$ cat config.mk
export PLATFORM = sky130hd
export DESIGN_NAME = execute_mc
export DESIGN_NICKNAME = d
export VERILOG_FILES = /design/src/rtl/execute_mc.sv
export SDC_FILE = /design/constraint.sdc
export NUM_CORES = 1
export LEC_CHECK = 0
export BUFFER_PORTS_ARGS = -buffer_cell sky130_fd_sc_hd__buf_2
export CAP_MARGIN = 0
export CORE_UTILIZATION = 54
export CTS_CLUSTER_DIAMETER = 60
export DETAILED_ROUTE_END_ITERATION = 8
export GPL_TIMING_DRIVEN = 0
export HOLD_SLACK_MARGIN = 0.02
export PLACE_DENSITY = 0.81
export SLEW_MARGIN = 20
export SYNTH_ARGS = -nofsm -noshare
export SYNTH_HDL_FRONTEND = slang
export SYNTH_SLANG_ARGS = --single-unit
$ cat constraint.sdc
create_clock -name clk -period 4.9 [get_ports clk]
set_input_delay 0.735 -clock clk [delete_from_list [all_inputs] [get_ports clk]]
set_output_delay 0.735 -clock clk [all_outputs]
set_load 0.03 [all_outputs]
$ cat src/rtl/execute_mc.sv
// Execute stage: ALU with Z/C/N/V flags plus a multi-cycle req/ack data-memory port
// with stall back-pressure, a wait timeout and a sticky error flag.
module execute_mc #(
    parameter int DATA_W      = 8,
    parameter int ADDR_W      = 12,
    parameter int MEM_TIMEOUT = 15,
    parameter int TO_CNT_W    = 8
) (
    input  logic              clk,
    input  logic              reset_,
    input  logic              exec_en,
    input  logic [3:0]        exec_ctrl,
    input  logic [2:0]        dst_reg,
    input  logic [ADDR_W-1:0] dst_addr,
    input  logic [DATA_W-1:0] reg_src0_data,
    input  logic [DATA_W-1:0] reg_src1_data,
    input  logic [DATA_W-1:0] imm_data,
    input  logic              imm_data_vld,
    output logic [DATA_W-1:0] reg_wr_data,
    output logic [2:0]        reg_wr_sel,
    output logic              reg_wr_en,
    output logic [3:0]        flags,
    output logic              stall,
    output logic [ADDR_W-1:0] d_mem_addr,
    output logic [DATA_W-1:0] d_mem_data_out,
    output logic              d_mem_req,
    output logic              d_mem_we,
    input  logic [DATA_W-1:0] d_mem_data_in,
    input  logic              d_mem_ack,
    output logic              mem_err
);

    localparam logic [3:0] OP_NOP = 4'd0,  OP_ADD = 4'd1,  OP_SUB = 4'd2,  OP_OR  = 4'd3;
    localparam logic [3:0] OP_AND = 4'd4,  OP_XOR = 4'd5,  OP_MRD = 4'd6,  OP_MWR = 4'd7;
    localparam logic [3:0] OP_ADC = 4'd11, OP_SBB = 4'd12, OP_SHL = 4'd13, OP_SHR = 4'd14;
    localparam logic [TO_CNT_W-1:0] TO_LAST = TO_CNT_W'(MEM_TIMEOUT - 1);
    localparam logic [TO_CNT_W-1:0] TO_ONE  = TO_CNT_W'(1);

    typedef enum logic [1:0] {ST_IDLE = 2'd0, ST_EXEC = 2'd1, ST_MEM_WAIT = 2'd2} state_t;

    state_t              state_r, state_nxt_s;
    logic [3:0]          op_r;
    logic [2:0]          dst_r;
    logic [ADDR_W-1:0]   addr_r, mem_addr_r;
    logic [DATA_W-1:0]   mem_data_r, op_b_s, alu_res_s;
    logic [DATA_W:0]     sum_s;
    logic [TO_CNT_W-1:0] cnt_r;
    logic [3:0]          flags_r;
    logic                mem_we_r, mem_err_r;
    logic                issue_s, exec_mem_s, ack_s, timeout_s, stall_s;
    logic                alu_wr_s, alu_c_s, alu_v_s;

    function automatic logic add_ovf(input logic a_msb, input logic b_msb, input logic r_msb);
        return (a_msb == b_msb) && (r_msb != a_msb);
    endfunction

    function automatic logic sub_ovf(input logic a_msb, input logic b_msb, input logic r_msb);
        return (a_msb != b_msb) && (r_msb != a_msb);
    endfunction

    assign op_b_s     = imm_data_vld ? imm_data : reg_src1_data;
    assign exec_mem_s = (state_r == ST_EXEC) && ((op_r == OP_MRD) || (op_r == OP_MWR));
    assign stall_s    = exec_mem_s || (state_r == ST_MEM_WAIT);
    assign issue_s    = exec_en && !stall_s;
    assign ack_s      = (state_r == ST_MEM_WAIT) && d_mem_ack;
    // ack in the final counted cycle still counts as a normal completion
    assign timeout_s  = (state_r == ST_MEM_WAIT) && !d_mem_ack && (cnt_r == TO_LAST);

    // ALU: result, carry/borrow and signed overflow for the staged op
    always_comb begin
        sum_s     = '0;
        alu_res_s = '0;
        alu_c_s   = 1'b0;
        alu_v_s   = 1'b0;
        alu_wr_s  = 1'b1;
        case (op_r)
            OP_ADD, OP_ADC: begin
                sum_s     = {1'b0, reg_src0_data} + {1'b0, op_b_s}
                          + {{DATA_W{1'b0}}, (op_r == OP_ADC) & flags_r[1]};
                alu_res_s = sum_s[DATA_W-1:0];
                alu_c_s   = sum_s[DATA_W];
                alu_v_s   = add_ovf(reg_src0_data[DATA_W-1], op_b_s[DATA_W-1], alu_res_s[DATA_W-1]);
            end
            OP_SUB, OP_SBB: begin
                sum_s     = {1'b0, reg_src0_data} - {1'b0, op_b_s}
                          - {{DATA_W{1'b0}}, (op_r == OP_SBB) & flags_r[1]};
                alu_res_s = sum_s[DATA_W-1:0];
                alu_c_s   = sum_s[DATA_W];
                alu_v_s   = sub_ovf(reg_src0_data[DATA_W-1], op_b_s[DATA_W-1], alu_res_s[DATA_W-1]);
            end
            OP_OR:  alu_res_s = reg_src0_data | op_b_s;
            OP_AND: alu_res_s = reg_src0_data & op_b_s;
            OP_XOR: alu_res_s = reg_src0_data ^ op_b_s;
            OP_SHL: begin
                alu_res_s = {reg_src0_data[DATA_W-2:0], 1'b0};
                alu_c_s   = reg_src0_data[DATA_W-1];
            end
            OP_SHR: begin
                alu_res_s = {1'b0, reg_src0_data[DATA_W-1:1]};
                alu_c_s   = reg_src0_data[0];
            end
            default: alu_wr_s = 1'b0;
        endcase
    end

    // next-state logic
    always_comb begin
        state_nxt_s = ST_IDLE;
        case (state_r)
            ST_IDLE: state_nxt_s = issue_s ? ST_EXEC : ST_IDLE;
            ST_EXEC: begin
                if (exec_mem_s) begin
                    state_nxt_s = ST_MEM_WAIT;
                end else begin
                    state_nxt_s = issue_s ? ST_EXEC : ST_IDLE;
                end
            end
            ST_MEM_WAIT: begin
                if (ack_s || timeout_s) begin
                    state_nxt_s = ST_IDLE;
                end else begin
                    state_nxt_s = ST_MEM_WAIT;
                end
            end
            default: state_nxt_s = ST_IDLE;
        endcase
    end

    // writeback: ALU result in its exec cycle, load data in the ack cycle
    always_comb begin
        reg_wr_en   = 1'b0;
        reg_wr_data = '0;
        reg_wr_sel  = 3'd0;
        if ((state_r == ST_EXEC) && alu_wr_s) begin
            reg_wr_en   = 1'b1;
            reg_wr_data = alu_res_s;
            reg_wr_sel  = dst_r;
        end else if (ack_s && !mem_we_r) begin
            reg_wr_en   = 1'b1;
            reg_wr_data = d_mem_data_in;
            reg_wr_sel  = dst_r;
        end else begin
            reg_wr_en   = 1'b0;
        end
    end

    // the exec cycle of a memory op drives the port directly; the latches hold it afterwards
    assign d_mem_req      = stall_s;
    assign stall          = stall_s;
    assign d_mem_addr     = exec_mem_s ? addr_r : mem_addr_r;
    assign d_mem_data_out = exec_mem_s ? reg_src0_data : mem_data_r;
    assign d_mem_we       = exec_mem_s ? (op_r == OP_MWR) : mem_we_r;
    assign flags          = flags_r;
    assign mem_err        = mem_err_r;

    // state, issue stage, memory latches, timeout counter and flags
    always_ff @(posedge clk) begin
        if (reset_) begin
            state_r    <= ST_IDLE;
            op_r       <= OP_NOP;
            dst_r      <= 3'd0;
            addr_r     <= '0;
            mem_addr_r <= '0;
            mem_data_r <= '0;
            mem_we_r   <= 1'b0;
            cnt_r      <= '0;
            flags_r    <= 4'd0;
            mem_err_r  <= 1'b0;
        end else begin
            state_r <= state_nxt_s;
            op_r    <= issue_s ? exec_ctrl : OP_NOP;
            if (issue_s) begin
                dst_r  <= dst_reg;
                addr_r <= dst_addr;
            end
            if (exec_mem_s) begin
                mem_addr_r <= addr_r;
                mem_data_r <= reg_src0_data;
                mem_we_r   <= (op_r == OP_MWR);
                cnt_r      <= '0;
            end else if (state_r == ST_MEM_WAIT) begin
                cnt_r <= cnt_r + TO_ONE;
            end
            if ((state_r == ST_EXEC) && alu_wr_s) begin
                flags_r <= {alu_v_s, alu_res_s[DATA_W-1], alu_c_s, (alu_res_s == '0)};
            end
            if (timeout_s) begin
                mem_err_r <= 1'b1;
            end
        end
    end

endmodule

; After elaboration in Yosys (flattened, before gate mapping)
; Cells that the tools add are included.
[word_totals]
ff_bits = 55
output_inout_bits = 40
word_cells = 79
[classes]
n_addsub = 5
n_eq_ne = 18
muxes = 18
bitwise_logic = 6
reduce_logical = 22
[op_table]
columns = operator, n
row1 = $pmux 8 s7, 1
row2 = $mux 8, 4
row3 = $eq 4x3->1 const B, 4
row4 = $eq 4x4->1 const B, 4
row5 = $mux 12, 1
row6 = $add 8x8->9, 1
row7 = $add 9x1->9, 1
row8 = $logic_and 1x1->1, 9
row9 = $reduce_or 9->1, 1
row10 = $sub 8x8->9, 1
row11 = $sub 9x1->9, 1
row12 = $add 8x1->8 const B, 1
row13 = $and 8x8->8, 1
row14 = $eq 4x2->1 const B, 2
row15 = $eq 8x4->1 const B, 1
row16 = $logic_not 8->1, 1
row17 = $or 8x8->8, 1
row18 = $reduce_or 2->1, 4
row19 = $xor 8x8->8, 1
row20 = $mux 3, 2
row21 = $pmux 2 s3, 1
row22 = $mux 1, 5
row23 = $eq 4x1->1 const B, 1
row24 = $mux 2, 2
row25 = 11 further kinds, 18

; Longest topological paths before layout
; Gate-level depths: netlist of run 1.
[logic_depth]
ltp_word = 9
ltp_mapped = 13
depth_no_buf = 12

; Worst setup path after synthesis of run 1
; No wires, ideal clock.
[synth_timing]
kind = input -> output
from = in imm_data_vld
to = out reg_wr_data[6]
arrival_time_ps = 3591
required_time_ps = 4165
slack_ps = 574
stages = 10
cell_sequence = clkbuf_1 -> mux2i_1 -> fa_1 -> fa_1 -> o21a_1 -> or4_1 -> nand2_1 -> xnor2_1 -> a221o_1 -> a22o_1
[synth_between]
elab_chain_cells = 5
[synth_rtl]
columns = element, line
row1 = start: declaration, 18  ; input logic imm_data_vld,
row2 = $mux 8 (*), 61  ; assign op_b_s = imm_data_vld ? imm_data : reg_src1_data;
row3 = $sub 8x8->9 or $add 8x8->9 (tied branches), "85, 78"
row4 = $sub 9x1->9 or $add 9x1->9 (tied branches), "86, 79"
row5 = $pmux 8 s7 (*), 76  ; case (op_r)
row6 = $mux 8 (*), 134  ; if ((state_r == ST_EXEC) && alu_wr_s) begin
row7 = end: declaration, 19  ; output logic [DATA_W-1:0] reg_wr_data,
; Every way passes the cells marked *; elsewhere a longest branch is shown, timed or not.

; Final worst setup path of run 1
[layout_timing]
from = in imm_data_vld
to = out reg_wr_data[7]
; Same word-level chain as after synthesis.

==> results of run 1 <==
## cell type report
class,count,area (um2)
timing repair buffer,94,470
tap,96,120
fill,579,2290
multi-input combinational,343,2530
sequential,55,1100
buffer,24,128
clock buffer,6,82.6
clock inverter,2,38.8
inverter,29,109
## logic make-up (layout without fill, tap and decap cells)
kind of cell / count (synthesis) / after routing / share of synthesized area
compound gates: 95 / 95 / 0.171
xor+xnor: 19 / 19 / 0.0431
fa+ha+maj: 36 / 36 / 0.124
buf+inv: 54 / 155 / 0.0618
flops: 55 / 55 / 0.285
mux: 36 / 36 / 0.100
simple gates: 157 / 157 / 0.215
## worst reg2reg max path: cells and delay by family (launching register included)
| family | cells | cell delay (ns) |
|---|---|---|
| and+or+nand+nor | 4 | 1.09 |
| adders and majority gates | 2 | 0.87 |
| DFF | 1 | 0.45 |
| AOI/OAI and AO/OA | 4 | 0.82 |
| buffers and inverters | 1 | 0.39 |
## cell usage in the layout (no fill, tap or decap), drive strengths merged, types with 7 or more instances in the layout
| cell type | Yosys | final |
|---|---|---|
| inv | 29 | 30 |
| mux2i | 14 | 14 |
| buf | 14 | 107 |
| xnor2 | 10 | 10 |
| o21ai | 14 | 14 |
| ha | 32 | 32 |
| nand3b | 8 | 8 |
| nor2 | 24 | 24 |
| clkbuf | 11 | 17 |
| a21oi | 25 | 25 |
| nand2 | 47 | 47 |
| dfxtp | 55 | 55 |
| a22o | 11 | 11 |
| and2 | 24 | 24 |
| xor2 | 9 | 9 |
| nor2b | 9 | 9 |
| and3 | 7 | 7 |
| mux2 | 22 | 22 |
## timing repair
| item | in CTS | in global routing |
|---|---|---|
| hold endpoints to repair | 0 | 0 |
| hold buffers | 0 | 0 |
| resized for setup | 1 | 1 |
| endpoints found under the setup margin | 1 | 2 |
## state kept, by name (all words and copies together), names as in the netlist
name        count
mem_addr_r     12
dst_r           3
flags           4
cnt_r           8
state_r         2
mem_we_r        1
mem_err         1
op_r            4
addr_r         12
mem_data_r      8
## power groups by stage
stage / clock network [mW] / logic, mW / registers [mW]
after floorplan: 0 / 0.191 / 0.473
after CTS: 0.318 / 0.275 / 0.462
after global placement: 0 / 0.265 / 0.472
after global routing: 0.339 / 0.306 / 0.464
after detailed placement: 0 / 0.274 / 0.473
final: 0.314 / 0.279 / 0.462
## routing by layer
layer  global-route usage  vias up
met2                0.449      137
met4               0.0652        0
met1                0.352     1685
met3               0.0457       14
met5                    0        -
li1                     -     1783
## metrics by stage
stage	hold WS (ns)	power, mW	utilization
CTS	0.457	1.06	0.666
floorplan	0.432	0.665	-
global placement	0.439	0.737	0.649
finish	0.453	1.06	0.666
detailed placement	0.444	0.746	0.649
global route	0.478	1.11	0.666
## worst max path at each step
| stage | start | to | slack (ns) | depth (start not counted) |
|---|---|---|---|---|
| after floorplan | imm_data_vld | reg_wr_data[6] | 0.57 | 10 |
| after global placement | imm_data_vld | reg_wr_data[7] | 0.03 | 12 |
| after detailed placement | imm_data_vld | reg_wr_data[7] | -0.03 | 12 |
| after CTS | imm_data_vld | reg_wr_data[7] | 0.24 | 12 |
| after global routing | imm_data_vld | reg_wr_data[7] | 0.05 | 12 |
| final | imm_data_vld | reg_wr_data[7] | 0.28 | 11 |
==> out/qor.txt, run 1 <==
Critical Path Source Type = input pin
EDFF count, synth = 0
Non-filler cells, final = 649
Post-CTS Setup Bufs = 0
Gr usage total = 0.266
Routed WL = 9.76 mm
Internal power = 743 uW
Fraction of layout cells with a size suffix above 1 = 0.268
Syn. warnings = 0
Power Dens Cells = 231 nW/um2
Buf+Inv Stages, Crit Path = 2
Final instance area = 4580 um2
H-tree depth = 2
Initial antenna violation count = 0
R2R Setup Slk = 1.20 ns
Area Overhead vs Synth = 18.5%
CTS Root Cell = clkbuf_8
Net Count, Synth = 544
First-pass GRT wire length = 15.8 mm
Yosys top cell area share = 0.285
Most numerous cell in the Yosys netlist = dfxtp_1
Post-synth top flop = dfxtp_1
Final clock skew = 0.0103 ns
Seq pwr share = 0.438
Num Clock Sinks = 55
Via/cell ratio = 5.58
# diodes = 0
Final worst slack = 0.281 ns
Syn_area_per_cell = 8.55 um2
Total grt overflow = 0
Final setup TNS = 0 ns
# nets final = 644
Worst path cell trace = clkbuf_2 -> mux2i_1 -> ha_1 -> nor2b_1 -> o31a_1 -> or3_1 -> a31oi_1 -> xor2_1 -> o21ai_0 -> a22o_1 -> buf_2
RSZ-0062 raised after global routing = false
Hold Path Class = flip-flop to flip-flop
Sw Share = 0.296
Clock group share of total power = 0.298
DRC = 0
Period utilization = 0.943
I/O pin cnt = 96
Final Hold Violating Endpoints = 0
Synth cell count leaders = dfxtp_1, nand2_1, ha_1
Met3 WL = 607 um
HP Start = dst_r[1]
Crit path time final = 4.62 ns
Crit path max fanout = 8
DR vias = 3619
DP Wirelength = 7.71 mm
Worst path required time = 4.16 ns
Status = complete, no violations
DRT Pass-1 Iters = 5
Cell family with most CP delay = compound AO/OA/AOI/OAI gates
Min-Delay Path Depth = 2
Vias in the first global route = 3380
Comb pwr share = 0.264
Synth Register Bits = 55
Post-route antenna net violation count = 0
Net Sw Power = 313 uW
Synthesized area = 3860 um2
Placeable core area = 6870 um2
Worst hold endpoint = dst_r[1]
Area leader, netlist = dfxtp_1
FF-to-FF Start = op_r[0]
DR WL/cell = 15.0 um
Met2 WL = 4.64 mm
CP peak stage delay = 0.67 ns
Cell row count = 30
Largest net degree at the start of global routing = 18
Total CTS buffers = 5
Worst Setup End Kind = output port
Max-slew headroom = 0.348
Max Clk Rate = 217 MHz
Final Setup Violations = 0
Initial cell density of the core = 0.563
Slowest CP cell = mux2i_1
Post-synthesis sequential area ratio = 0.285
Cells after Synth = 452
Yosys cell types = 60
Placed cell count = 642
Clock Path Buffers = 2
CTS tree = built
Max IR drop VDD = 169 uV
Clk_lat worst skew = 0.30 ns
R2r endpoint = flags[0]
Highest Signal Layer = met4
CTS clk-pin slew, worst paths = 0.10 ns
GPL Wtd Cong = 0.960
Dpl ws = -0.0308 ns
Worst EP arrival = 3.88 ns
Leakage = 2.17 nW
Placed inst area = 4460 um2
Die extent in x = 86.6 um
Port bufs = 94
Reg2Reg Depth = 11
Full die area = 7500 um2
Max-slew violations = 0
Drt initial violations = 247
Ranking of synthesized cells by area = dfxtp_1, ha_1, mux2_2, nand2_1, and2_1
Ys async rst share = 0
Worst Tran Pin Value = 0.976 ns
Max-capacitance violation count = 0
Metal-1 WL = 4.41 mm
CP Class = input pin to output port
Die H = 86.6 um
(Power assumes the default switching activity.)
==> run 2: changes to the inputs <==
ABC_AREA = 1   (was default)
CORE_ASPECT_RATIO = 1.25   (was default)
CORE_UTILIZATION = 55   (was 54)
==> run 2 against run 1 <==
Register-to-register slack gained 0.96 ns. Design area increased by 7.5%. Sequential power hardly changed. Core utilization shrank 0.12 points. Area after synthesis is 9.6% higher. Worst hold slack worse by 0.00055 ns. Critical path depth increased by 3. Non-clock buffer count shrank 4. Clock skew is 0.0055 ns lower. Die area is 7.5% higher. Flip-flop and latch count stayed put. Clock-buffer cell count increased by 1.
==> out/qor.txt, run 2 <==
# diodes = 0 (unchanged)
Internal power = 680 uW (-8.4%)
Period utilization = 0.892 (-0.0510)
CTS clk-pin slew, worst paths = 0.09 ns (about the same)
Most numerous cell in the Yosys netlist = inv_1
Yosys top cell area share = 0.260 (-0.0251)
Fraction of layout cells with a size suffix above 1 = 0.227 (-0.0410)
Sw Share = 0.336 (+0.0400)
Cell row count = 35 (+17%)
Ranking of synthesized cells by area = dfxtp_1, inv_1, nand2_1, ha_1, a21oi_1
Hold Path Class = flip-flop to flip-flop
FF/Latch Area = 1100 um2 (unchanged)
Syn. warnings = 0 (unchanged)
Via/cell ratio = 5.33 (-4.5%)
Synth Register Bits = 55 (unchanged)
Largest regs = addr_r: 12 flops, mem_addr_r: 12 flops
Full die area = 8060 um2 (+7.5%)
DRC = 0 (unchanged)
Area Overhead vs Synth = 16.2%
Worst Setup End Kind = output port
Final clock skew = 0.00483 ns (-0.00545 ns)
Crit path max fanout = 10 (+2)
EDFF count, synth = 0 (unchanged)
Total grt overflow = 0 (unchanged)
CTS Root Cell = clkbuf_8
Ys async rst share = 0 (unchanged)
Worst EP arrival = 3.63 ns (-0.25 ns)
Crit path time final = 4.37 ns (-0.250 ns)
Final Setup Violations = 0 (unchanged)
Max-capacitance violation count = 0 (unchanged)
Clock group share of total power = 0.253 (-0.045)
Post-synth top flop = dfxtp_1
Post-CTS Setup Bufs = 0 (unchanged)
Largest net degree at the start of global routing = 17 (-1)
First-pass GRT wire length = 18.3 mm (+16%)
Fill count = 684 (+18%)
I/O pin cnt = 96 (unchanged)
Yosys cell types = 40 (-33%)
Status = complete, no violations
Seq pwr share = 0.452 (+0.014)
Power Dens Cells = 208 nW/um2 (-9.7%)
Port bufs = 95 (+1.1%)
CTS tree = built
Final Util = 0.665 (-0.00123)
R2R Setup Slk = 2.16 ns (+0.96 ns)
Synth cell count leaders = inv_1, nand2_1, a21oi_1, dfxtp_1, nor2_1
Max IR drop VDD = 237 uV (+41%)
Clock Path Buffers = 2 (unchanged)
Synthesized area = 4240 um2 (+9.6%)
Most common cell after layout, fill and taps aside = inv_1
Routed WL = 11.2 mm (+14%)
Comb pwr share = 0.295 (+0.031)
DR WL/cell = 13.3 um (-12%)
Total CTS buffers = 5 (unchanged)
Net Count, Synth = 739 (+36%)
DRT Pass-1 Iters = 6 (+1)
# nets final = 841 (+31%)
Commonest cells after routing, fill and taps aside = inv_1, nand2_1, buf_2, a21oi_1, dfxtp_1
Net Sw Power = 345 uW (+10%)
Final setup TNS = 0 ns (unchanged)
Vias in the first global route = 4222 (+25%)
H-tree depth = 2 (unchanged)
GPL Wtd Cong = 0.954 (-0.61%)
Leakage = 2.64 nW (+22%)
CP Class = input pin to output port
Gr usage total = 0.289 (+0.0234)
Placeable core area = 7400 um2 (+7.7%)
Cells after Synth = 647 (+43%)
Multi-input gate area in the final layout = 2520 um2 (-0.45%)
DP Wirelength = 9.03 mm (+17%)
Worst Tran Pin Value = 1.00 ns (+0.0275 ns)
Drt initial violations = 286 (+16%)
Die H = 100 um (+16%)
CTS hold repair buffers = 0 (unchanged)
Die extent in x = 80.5 um (-7.0%)
Max-slew headroom = 0.324 (-0.0240)
RSZ-0062 raised after global routing = false
DR vias = 4484 (+24%)
Final Hold Violating Endpoints = 0 (unchanged)
Syn_area_per_cell = 6.55 um2 (-23%)
Clk_lat worst skew = 0.30 ns (about the same)
Post-route antenna net violation count = 0 (unchanged)
Post-synthesis sequential area ratio = 0.260 (-0.0251)
Num Clock Sinks = 55 (unchanged)
Critical Path Source Type = input pin
Worst path required time = 4.16 ns (about the same)
Initial antenna violation count = 0 (unchanged)
# resized after CTS = 0 (-1)
Initial cell density of the core = 0.573 (+0.00995)
Area leader, netlist = dfxtp_1
Max Clk Rate = 229 MHz (+5.7%)
Max-slew violations = 0 (unchanged)
[run 2: layout make-up]
cell class	instances	area share
timing repair buffer	95	0.0966
clock buffer	7	0.0175
buffer	19	0.0236
sequential	55	0.224
clock inverter	1	0.00178
inverter	134	0.102
tap	92	0.0234
multi-input combinational	439	0.511
[run 2: logic make-up (layout without fill, tap and decap cells)]
family,Yosys count,count (layout),synth area share
simple gates,277,277,0.299
buf+inv,153,256,0.146
compound gates,122,122,0.173
flops,55,55,0.260
fa+ha+maj,36,36,0.113
xor+xnor,4,4,0.00827
[run 2: worst paths after layout]
check / to / startpoint / cells past startpoint
min reg2reg: mem_err / mem_err / 2
max: reg_wr_data[6] / imm_data_vld / 14
min: mem_err / mem_err / 2
max reg2reg: flags[0] / op_r[1] / 14
[run 2: layer usage]
metal,wire (um),vias to the layer above,global-route usage
met5,0,-,0
met4,407,0,0.143
met2,5480,180,0.508
met1,4560,2021,0.335
met3,730,28,0.0455
li1,-,2255,-
[run 2: worst max-delay path, cell delays in order]
cell      delay, ns
buf_2          0.15
clkbuf_1       0.25
nand2_1        0.13
o21ai_0        0.36
fa_1           0.60
fa_1           0.43
inv_1          0.12
nand3_1        0.12
nand3_1        0.08
nand2_1        0.05
nand3_1        0.07
nand3_1        0.15
a22o_1         0.21
buf_2          0.17
[run 2: through the flow]
stage	power (mW)	hold WS (ns)	instances	setup slack (ns)	cell area, um2
floorplan	0.684	0.430	647	1.07	4240
global route	1.09	0.477	842	0.274	4920
CTS	1.03	0.460	842	0.565	4920
finish	1.03	0.452	842	0.531	4920
detailed placement	0.771	0.445	834	0.570	4830
global placement	0.761	0.438	834	0.653	4830
[run 2: power groups by stage]
stage	Sequential [mW]	Combinational (mW)	Clock [mW]
CTS	0.464	0.298	0.265
floorplan	0.475	0.209	0
global route	0.465	0.340	0.283
detailed placement	0.474	0.296	0
global placement	0.474	0.287	0
finish	0.464	0.302	0.259
